`src/rtl/display_bcm_driver.sv`:
```
// HUB75-style scan controller with binary-coded modulation: shift, latch and brightness-scaled dwell per bit-plane.
// Define DISPLAY_BCM_FRAME_COUNT_EN to add a 16-bit frame_count output.
module display_bcm_driver #(
  parameter int ROWS       = 16,
  parameter int COLUMNS    = 64,
  parameter int BITS       = 8,
  parameter int BASE_DWELL = 8,
  parameter int ROW_BLANK  = 4,
  parameter int PIPE       = 2
) (
  input  logic                                       clk,
  input  logic                                       rst,
  input  logic                                       enable,
  input  logic [7:0]                                 brightness,
  input  logic                                       flip_req,
  output logic                                       flip_ack,
  output logic                                       frame_start,
  output logic [$clog2(ROWS)-1:0]                    row,
  output logic [$clog2(COLUMNS)-1:0]                 column,
  output logic [((BITS > 1) ? $clog2(BITS) : 1)-1:0] plane,
  output logic                                       oclk,
  output logic                                       lat,
  output logic                                       oe,
  output logic                                       busy
`ifdef DISPLAY_BCM_FRAME_COUNT_EN
  ,
  output logic [15:0]                                frame_count
`endif
);

  localparam int RW       = $clog2(ROWS);
  localparam int CLW      = $clog2(COLUMNS);
  localparam int PW       = (BITS > 1) ? $clog2(BITS) : 1;
  localparam int MW       = $clog2(BASE_DWELL) + BITS + 8;
  localparam int SCAN_LEN = PIPE + 2 * COLUMNS;
  localparam int CW0      = (MW > $clog2(SCAN_LEN + 1)) ? MW : $clog2(SCAN_LEN + 1);
  localparam int CW       = (CW0 > $clog2(ROW_BLANK + 1)) ? CW0 : $clog2(ROW_BLANK + 1);

  localparam logic [CW-1:0] ADDR_LAST  = CW'(PIPE - 1);
  localparam logic [CW-1:0] SCAN_LAST  = CW'(SCAN_LEN - 1);
  localparam logic [CW-1:0] COL_END    = CW'(2 * COLUMNS);
  localparam logic [CW-1:0] BLANK_LAST = CW'(ROW_BLANK - 1);
  localparam logic [RW-1:0] ROW_LAST   = RW'(ROWS - 1);
  localparam logic [PW-1:0] PLANE_LAST = PW'(BITS - 1);
  localparam logic          PIPE_ODD   = 1'(PIPE % 2);

  typedef enum logic [2:0] {
    S_IDLE, S_ADDR, S_SHIFT, S_LATCH, S_SHOW, S_BLANK, S_NEXT
  } state_t;

  state_t          state_q, state_d;
  logic [CW-1:0]   cnt_q, cnt_d;
  logic [CW-1:0]   on_q, on_d;
  logic [RW-1:0]   row_q, row_d;
  logic [PW-1:0]   plane_q, plane_d;
  logic [CLW-1:0]  column_q, column_d;
  logic            oclk_q, oclk_d;
  logic            lat_q, lat_d;
  logic            oe_q, oe_d;
  logic            flip_ack_q, flip_ack_d;
  logic            frame_start_q, frame_start_d;
  logic            busy_q, busy_d;
  logic [15:0]     frame_count_q, frame_count_d;
  logic [CW-1:0]   window;
  logic [MW-1:0]   product;
  logic            end_of_frame;

  always_comb begin
    window       = CW'(BASE_DWELL) << plane_q;
    product      = MW'(window) * (MW'(brightness) + MW'(1));
    end_of_frame = (row_q == ROW_LAST) && (plane_q == PLANE_LAST);

    state_d       = state_q;
    cnt_d         = cnt_q + CW'(1);
    on_d          = on_q;
    row_d         = row_q;
    plane_d       = plane_q;
    flip_ack_d    = 1'b0;
    frame_count_d = frame_count_q;

    // ADDR and SHIFT share one counter so column can run ahead of oclk across the boundary.
    case (state_q)
      S_IDLE: begin
        cnt_d = '0;
        if (enable) state_d = S_ADDR;
      end
      S_ADDR: begin
        if (cnt_q == ADDR_LAST) state_d = S_SHIFT;
      end
      S_SHIFT: begin
        if (cnt_q == SCAN_LAST) begin
          state_d = S_LATCH;
          cnt_d   = '0;
        end
      end
      S_LATCH: begin
        if (cnt_q == CW'(1)) begin
          state_d = S_SHOW;
          cnt_d   = '0;
          on_d    = CW'(product >> 8);
        end
      end
      S_SHOW: begin
        if (cnt_q == window - CW'(1)) begin
          state_d = S_BLANK;
          cnt_d   = '0;
        end
      end
      S_BLANK: begin
        if (cnt_q == BLANK_LAST) begin
          state_d = S_NEXT;
          cnt_d   = '0;
          if (plane_q == PLANE_LAST) begin
            plane_d = '0;
            row_d   = (row_q == ROW_LAST) ? '0 : row_q + RW'(1);
          end else begin
            plane_d = plane_q + PW'(1);
          end
          if (end_of_frame) begin
            flip_ack_d    = flip_req;
            frame_count_d = frame_count_q + 16'd1;
          end
        end
      end
      S_NEXT: begin
        cnt_d = '0;
        if (enable) begin
          state_d = S_ADDR;
        end else begin
          state_d = S_IDLE;
          row_d   = '0;
          plane_d = '0;
        end
      end
      default: begin
        state_d = S_IDLE;
        cnt_d   = '0;
      end
    endcase

    // Outputs are derived from the next state so the registered copies line up with the state.
    busy_d        = (state_d != S_IDLE);
    frame_start_d = (state_d == S_ADDR) && (state_q != S_ADDR) && (row_d == '0) && (plane_d == '0);
    column_d      = ((state_d == S_ADDR || state_d == S_SHIFT) && (cnt_d < COL_END)) ? cnt_d[CLW:1] : '0;
    oclk_d        = (state_d == S_SHIFT) && (cnt_d[0] == PIPE_ODD);
    lat_d         = !((state_d == S_LATCH) && (cnt_d == '0));
    oe_d          = !((state_d == S_SHOW) && (cnt_d < on_d));
  end

  always_ff @(posedge clk) begin
    if (rst) begin
      state_q       <= S_IDLE;
      cnt_q         <= '0;
      on_q          <= '0;
      row_q         <= '0;
      plane_q       <= '0;
      column_q      <= '0;
      oclk_q        <= 1'b0;
      lat_q         <= 1'b1;
      oe_q          <= 1'b1;
      flip_ack_q    <= 1'b0;
      frame_start_q <= 1'b0;
      busy_q        <= 1'b0;
      frame_count_q <= '0;
    end else begin
      state_q       <= state_d;
      cnt_q         <= cnt_d;
      on_q          <= on_d;
      row_q         <= row_d;
      plane_q       <= plane_d;
      column_q      <= column_d;
      oclk_q        <= oclk_d;
      lat_q         <= lat_d;
      oe_q          <= oe_d;
      flip_ack_q    <= flip_ack_d;
      frame_start_q <= frame_start_d;
      busy_q        <= busy_d;
      frame_count_q <= frame_count_d;
    end
  end

  assign row         = row_q;
  assign column      = column_q;
  assign plane       = plane_q;
  assign oclk        = oclk_q;
  assign lat         = lat_q;
  assign oe          = oe_q;
  assign flip_ack    = flip_ack_q;
  assign frame_start = frame_start_q;
  assign busy        = busy_q;

`ifdef DISPLAY_BCM_FRAME_COUNT_EN
  assign frame_count = frame_count_q;
`else
  logic unused_frame_count;
  assign unused_frame_count = ^frame_count_q;
`endif

endmodule

```
`config.mk`:
```
export PLATFORM = sky130hd
export DESIGN_NAME = display_bcm_driver
export DESIGN_NICKNAME = d
export VERILOG_FILES = /design/src/rtl/display_bcm_driver.sv
export SDC_FILE = /design/constraint.sdc
export NUM_CORES = 1
export LEC_CHECK = 0
export BUFFER_PORTS_ARGS = -buffer_cell sky130_fd_sc_hd__buf_4
export CORE_ASPECT_RATIO = 0.5
export CORE_UTILIZATION = 35
export DETAILED_ROUTE_END_ITERATION = 8
export PLACE_DENSITY = 0.59
export SLEW_MARGIN = 30
export SYNTH_ARGS = -nofsm -noshare
export SYNTH_HDL_FRONTEND = slang
export SYNTH_SLANG_ARGS = --single-unit
```
`constraint.sdc`:
```
create_clock -name clk -period 6 [get_ports clk]
set_input_delay 0.9 -clock clk [delete_from_list [all_inputs] [get_ports clk]]
set_output_delay 0.9 -clock clk [all_outputs]
set_load 0.05 [all_outputs]
```
# After elaboration in Yosys (flattened, before gate mapping)
# Cells that the tools add are included.
[classes]
add_sub_neg = 5
mul = 1
magnitude_cmp = 2
eq_ne = 17
shift = 1
mux = 24
bitwise = 5
reduce_logical = 18
[op_table]
columns = ["cell", "n"]
rows = [
  ["19-bit two-way mux", 6],
  ["19-bit one-hot mux with 5 select lines", 1],
  ["3-bit two-way mux", 9],
  ["3-bit one-hot mux with 7 select lines", 1],
  ["19-bit by 1-bit adder with 19-bit output, second input constant", 1],
  ["19-bit by 1-bit equality test with 1-bit output, second input constant", 1],
  ["19-bit equality test", 1],
  ["19-bit by 2-bit equality test with 1-bit output, second input constant", 1],
  ["19-bit by 8-bit equality test with 1-bit output, second input constant", 1],
  ["19-bit zero test", 1],
  ["19-bit less-than comparator", 1],
  ["19-bit by 8-bit less-than comparator with 1-bit output, second input constant", 1],
  ["19-bit by 9-bit multiplier with 19-bit output", 1],
  ["4-bit by 3-bit << shifter with 19-bit output, first input constant", 1],
  ["19-bit by 1-bit subtractor with 19-bit output, second input constant", 1],
  ["4-bit two-way mux", 4],
  ["3-bit equality test, second input constant", 5],
  ["3-bit by 2-bit equality test with 1-bit output, second input constant", 4],
  ["8-bit by 1-bit adder with 9-bit output, second input constant", 1],
  ["1-bit logical AND", 8],
  ["4-bit one-hot mux with 2 select lines", 1],
  ["3-bit by 1-bit equality test with 1-bit output, second input constant", 2],
  ["3-bit zero test", 2],
  ["3-bit one-hot mux with 2 select lines", 1],
  ["other kinds (12)", 17],
]
[word_totals]
register_bits = 60

# Logic depth before layout (Yosys ltp)
[depth]
ltp_word = 10
depth_mapped = 30
ltp_nobuf = 28

# Least setup slack after synthesis
# OpenSTA, ideal clock, no wires.
[synth_path]
kind = "register to register"
start = "reg plane_q[2] (netlist: plane[2])"
end = "reg oe_q (netlist: oe)"
setup_time_ps = 131
t_arrival_ps = 6241
required_time_ps = 5869
path_slack_ps = -372
path_stages_with_launch = 26
n_path_buf = 3
cell_sequence = "dfxtp_1 -> buf_2 -> clkbuf_1 -> inv_1 -> ha_1 -> buf_2 -> nor2b_1 -> fa_1 -> fa_1 -> fa_1 -> inv_1 -> fa_1 -> inv_1 -> ha_1 -> o21a_1 -> o21ai_0 -> a21oi_1 -> a31oi_1 -> xnor2_1 -> mux2i_1 -> ha_1 -> a21o_1 -> a21oi_1 -> nand4_1 -> a311oi_1 -> nand4_1"
[synth_between]
elab_chain_len = 8
[synth_lines]
columns = ["item", "line", "rtl"]
rows = [
  ["start: declaration", "55", "logic [PW-1:0] plane_q, plane_d;"],
  ["start signal: assignment", "170", "plane_q <= plane_d;"],
  ["4-bit by 3-bit << shifter with 19-bit output (*)", "69", "window = CW'(BASE_DWELL) << plane_q;"],
  ["parallel branches: the longest is 5 deep, another holds 19-bit by 9-bit multiplier with 19-bit output", "n/a", ""],
  ["1-bit logical AND (*)", "147", "oe_d = !((state_d == S_SHOW) && (cnt_d < on_d));"],
  ["1-bit zero test (*)", "147", ""],
  ["end signal: assignment", "160", "oe_q <= 1'b1;"],
  ["end signal: assignment", "174", "oe_q <= oe_d;"],
  ["end: declaration", "59", "logic oe_q, oe_d;"],
]
# Every way passes the cells marked *.
# A chain may end at the register's enable or synchronous reset.

# Final worst setup path
[layout_path]
start = "in brightness[0]"
end = "reg oe_q (netlist: oe)"
[layout_between]
elab_chain_len = 7
[layout_lines]
columns = ["item", "line", "rtl"]
rows = [
  ["start: declaration", "14", "input logic [7:0] brightness,"],
  ["8-bit by 1-bit adder with 9-bit output", "70", "product = MW'(window) * (MW'(brightness) + MW'(1));"],
  ["19-bit by 9-bit multiplier with 19-bit output", "70", ""],
  ["19-bit two-way mux", "97", "if (cnt_q == CW'(1)) begin"],
  ["19-bit two-way mux", "82", "case (state_q)"],
  ["19-bit less-than comparator", "147", ""],
  ["1-bit logical AND", "147", ""],
  ["1-bit zero test", "147", ""],
]
# No other way between the ends.

==> results.yml <==
status:
  status: "finished, final reports clean"
floorplan:
  die_x_um: 187
  die_h_um: 94.7
  ios: 31
  core_mm2: 0.0166
  initial_core_util_pct: 36.3
  dieArea_mm2: 0.0178
  placementRows: 33
final_layout:
  syn2layout_area_growth_pct: 27.6
  antennaDiodeCount: 0
  drive_above_1_share_pct: 27.0
  final_nets: 926
logic_synthesis:
  postSynth.topFlopCell: "dfxtp_1"
  ys_ff_latch: 60
  synthTopCellsByArea: "dfxtp_1 (20%), fa_1 (14%), ha_1 (13%)"
  yosys.area.top_type: "dfxtp_1"
  synth_cell_types: 65
  synth-edff-count: 0
  synth_nets: 851
  async_flop_share_pct: 0
  yosys_warnings: 0
  yosysSeqAreaShare_pct: 20.0
  synth_top_cell_area_share_pct: 20.0
  avgSynthCellArea_um2: 8.18
  synth_area_mm2: 0.00602
  synth_cells: 736
timing:
  fmax_mhz: 168
  tightest_slew_ps: 813
  fin_skew_ps: 7.67
  drv_slew: 0
  fin_crit_ps: 5950
  hold_viol_final: 0
  final-setup-viol-count: 0
  fin_hold_ws_ps: 442
  slew_headroom_pct: 45.2
  rsz0062_at_grt: "true"
  fin_crit_sh_pct: 99.2
grt:
  grt_max_degree: 34
  grt_pass1_vias: 5094
  grt_overflow_total: 0
  antenna_found_initial: 0
  grt_pass1_wl_um: 25100
  grt_usage_pct: 17.9
worst_setup_path:
  end_kind: "flip-flop"
  arrival_ps: 6150
  required_ps: 6200
  cp_max_fo: 5
  worstSetupPathType: "in -> reg"
  start_kind: "input pin"
clocking:
  clock_latency_ps: 330
  clockBufferDepth: 2
  numCtsBuffers: 9
  cts_tree: "yes"
  cts.clk_slew.worst_paths_ps: 50
  cts_root_buf: "clkbuf_16"
  cts_sinks: 60
  holdBufCountCts: 0
  h-tree-depth: 3
power_and_ir_drop:
  ir_drop_mv: 0.137
  p_per_area_mw_per_mm2: 137
  p_leak_nw: 3.32
  power_w: 0.00105
placement:
  place_congestion: 0.841
  dp_hpwl_um: 11900
  port_buffers: 30
route:
  antenna_left: 0
  routed_wl_um: 15600
  first_pass_iters: 4
  dr.first_iter.drc_count: 246
  dr_total_vias: 5247
  wl_per_cell_um: 14.9
  drc_errors: 0
  vias_per_cell: 5.03
flow_run:
  maxCapViolCount: 0
worst_hold_path:
  hp-class: "reg -> reg"
-- placed cells by master, fill, tap and decap left out, types with 22 or more instances in the layout --
cell type,synthesis,routed
nand4_1,22,22
nor3_1,24,23
buf_4,7,91
nand2_1,47,43
inv_1,70,61
ha_1,61,47
dfxtp_1,60,57
fa_1,42,35
xnor2_1,29,27
nor2_1,123,113
-- per-layer routing --
| metal | up-vias | part of all wire [%] | global-route usage [%] |
|---|---|---|---|
| met1 | 2505 | 47 | 23.8 |
| met3 | 18 | 4.6 | 3.38 |
| met5 | - | 0 | 0 |
| li1 | 2615 | - | - |
| met2 | 109 | 46 | 29.6 |
| met4 | 0 | 1.8 | 5.49 |
-- path summary, 6_finish.rpt --
check                 from  endpoint  slack [ps]  cells past startpoint
max          brightness[0]        oe          50                     27
min               on_q[15]  on_q[15]         440                      2
max reg2reg       plane[0]        oe         170                     29
min reg2reg       on_q[15]  on_q[15]         440                      2
-- state kept, by name (all words and copies together), names as in the netlist --
signal       cells
oclk             1
flip_ack         1
lat              1
oe               1
on_q            19
column           6
frame_start      1
cnt_q           19
row              4
plane            3
state_q          3
busy             1
-- cell families (layout without fill, tap and decap cells) --
logic type | Yosys count | in the layout | synth area share, %
buffers and inverters | 109 | 189 | 9.00
adder cells (fa/ha/maj) | 103 | 103 | 26.6
AND/OR/NAND/NOR | 317 | 317 | 26.2
multiplexers | 6 | 6 | 0.998
XOR/XNOR | 52 | 52 | 7.69
flip-flops | 60 | 60 | 20.0
AO/OA/AOI/OAI | 89 | 89 | 9.54
-- timing repair --
| action | CTS | global route |
|---|---|---|
| setup buffers | 8 | 10 |
| endpoints found under the hold margin | 0 | 0 |
| endpoints found under the setup margin | 1 | 1 |
| pin swaps | 43 | 61 |
| resized for setup | 46 | 61 |
-- cell type report --
class                   count  area [um2]
clock buffers              11         233
well taps                 227         284
multi-input cells         567        4820
clock inverters             5        52.6
inverters                  71         267
fillers                  1633        8920
repair buffers            102         823
flip-flops and latches     60        1200
-- worst max-delay path: stages --
cell	delay, ps
buf_12	100
ha_4	190
xor2_4	240
buf_6	140
nand2_1	70
fa_1	540
inv_1	50
fa_1	450
ha_1	290
inv_1	50
fa_1	520
inv_1	70
ha_4	260
a21o_1	180
a21oi_2	170
nand2_1	70
a211o_1	310
a31oi_2	220
ha_1	300
a21oi_2	200
nor2b_4	60
o21ai_2	120
a21oi_1	80
o21bai_1	130
nand4_1	120
a311oi_2	210
nand4_1	120
-- metrics by stage --
step	std cells	instance area, um2	setup TNS [ps]	util (%)	worst slack [ps]
6_report	1043	7680	0	46.3	46.4
5_1_grt	1043	7680	-271	46.3	-271
4_1_cts	1033	7310	-40.6	44.0	-40.6
3_5_place_dp	1009	6770	-576	40.8	-576
3_3_place_gp	1009	6770	-474	40.8	-474
2_1_floorplan	736	6130	0	-	0.737
-- cells in the mapped netlist, drive strengths merged (2+ instances only) --
master and instances:
a211oi 3, a21o 5, a21oi 27, a22oi 2, a311oi 2, a31o 2
a31oi 7, a41oi 2, and2 12, and3 7, and4 4, buf 17
clkbuf 21, dfxtp 60, fa 42, ha 61, inv 70, mux2i 6
nand2 47, nand2b 15, nand3 21, nand4 22, nor2 123, nor2b 15
nor3 24, nor4 7, nor4b 3, nor4bb 3, o211ai 2, o21a 4
o21ai 18, o21bai 2, o22ai 3, o31ai 2, or2 6, or3 2
or4 3, xnor2 30, xor2 22
-- power breakdown --
group	leakage [nW]	internal, W	switching [W]
Sequential	0.486	0.000403	0.00000496
Clock	0.139	0.000319	0.000180
Combinational	2.70	0.0000668	0.0000813
Note: power is estimated with default switching activity, not from simulation.
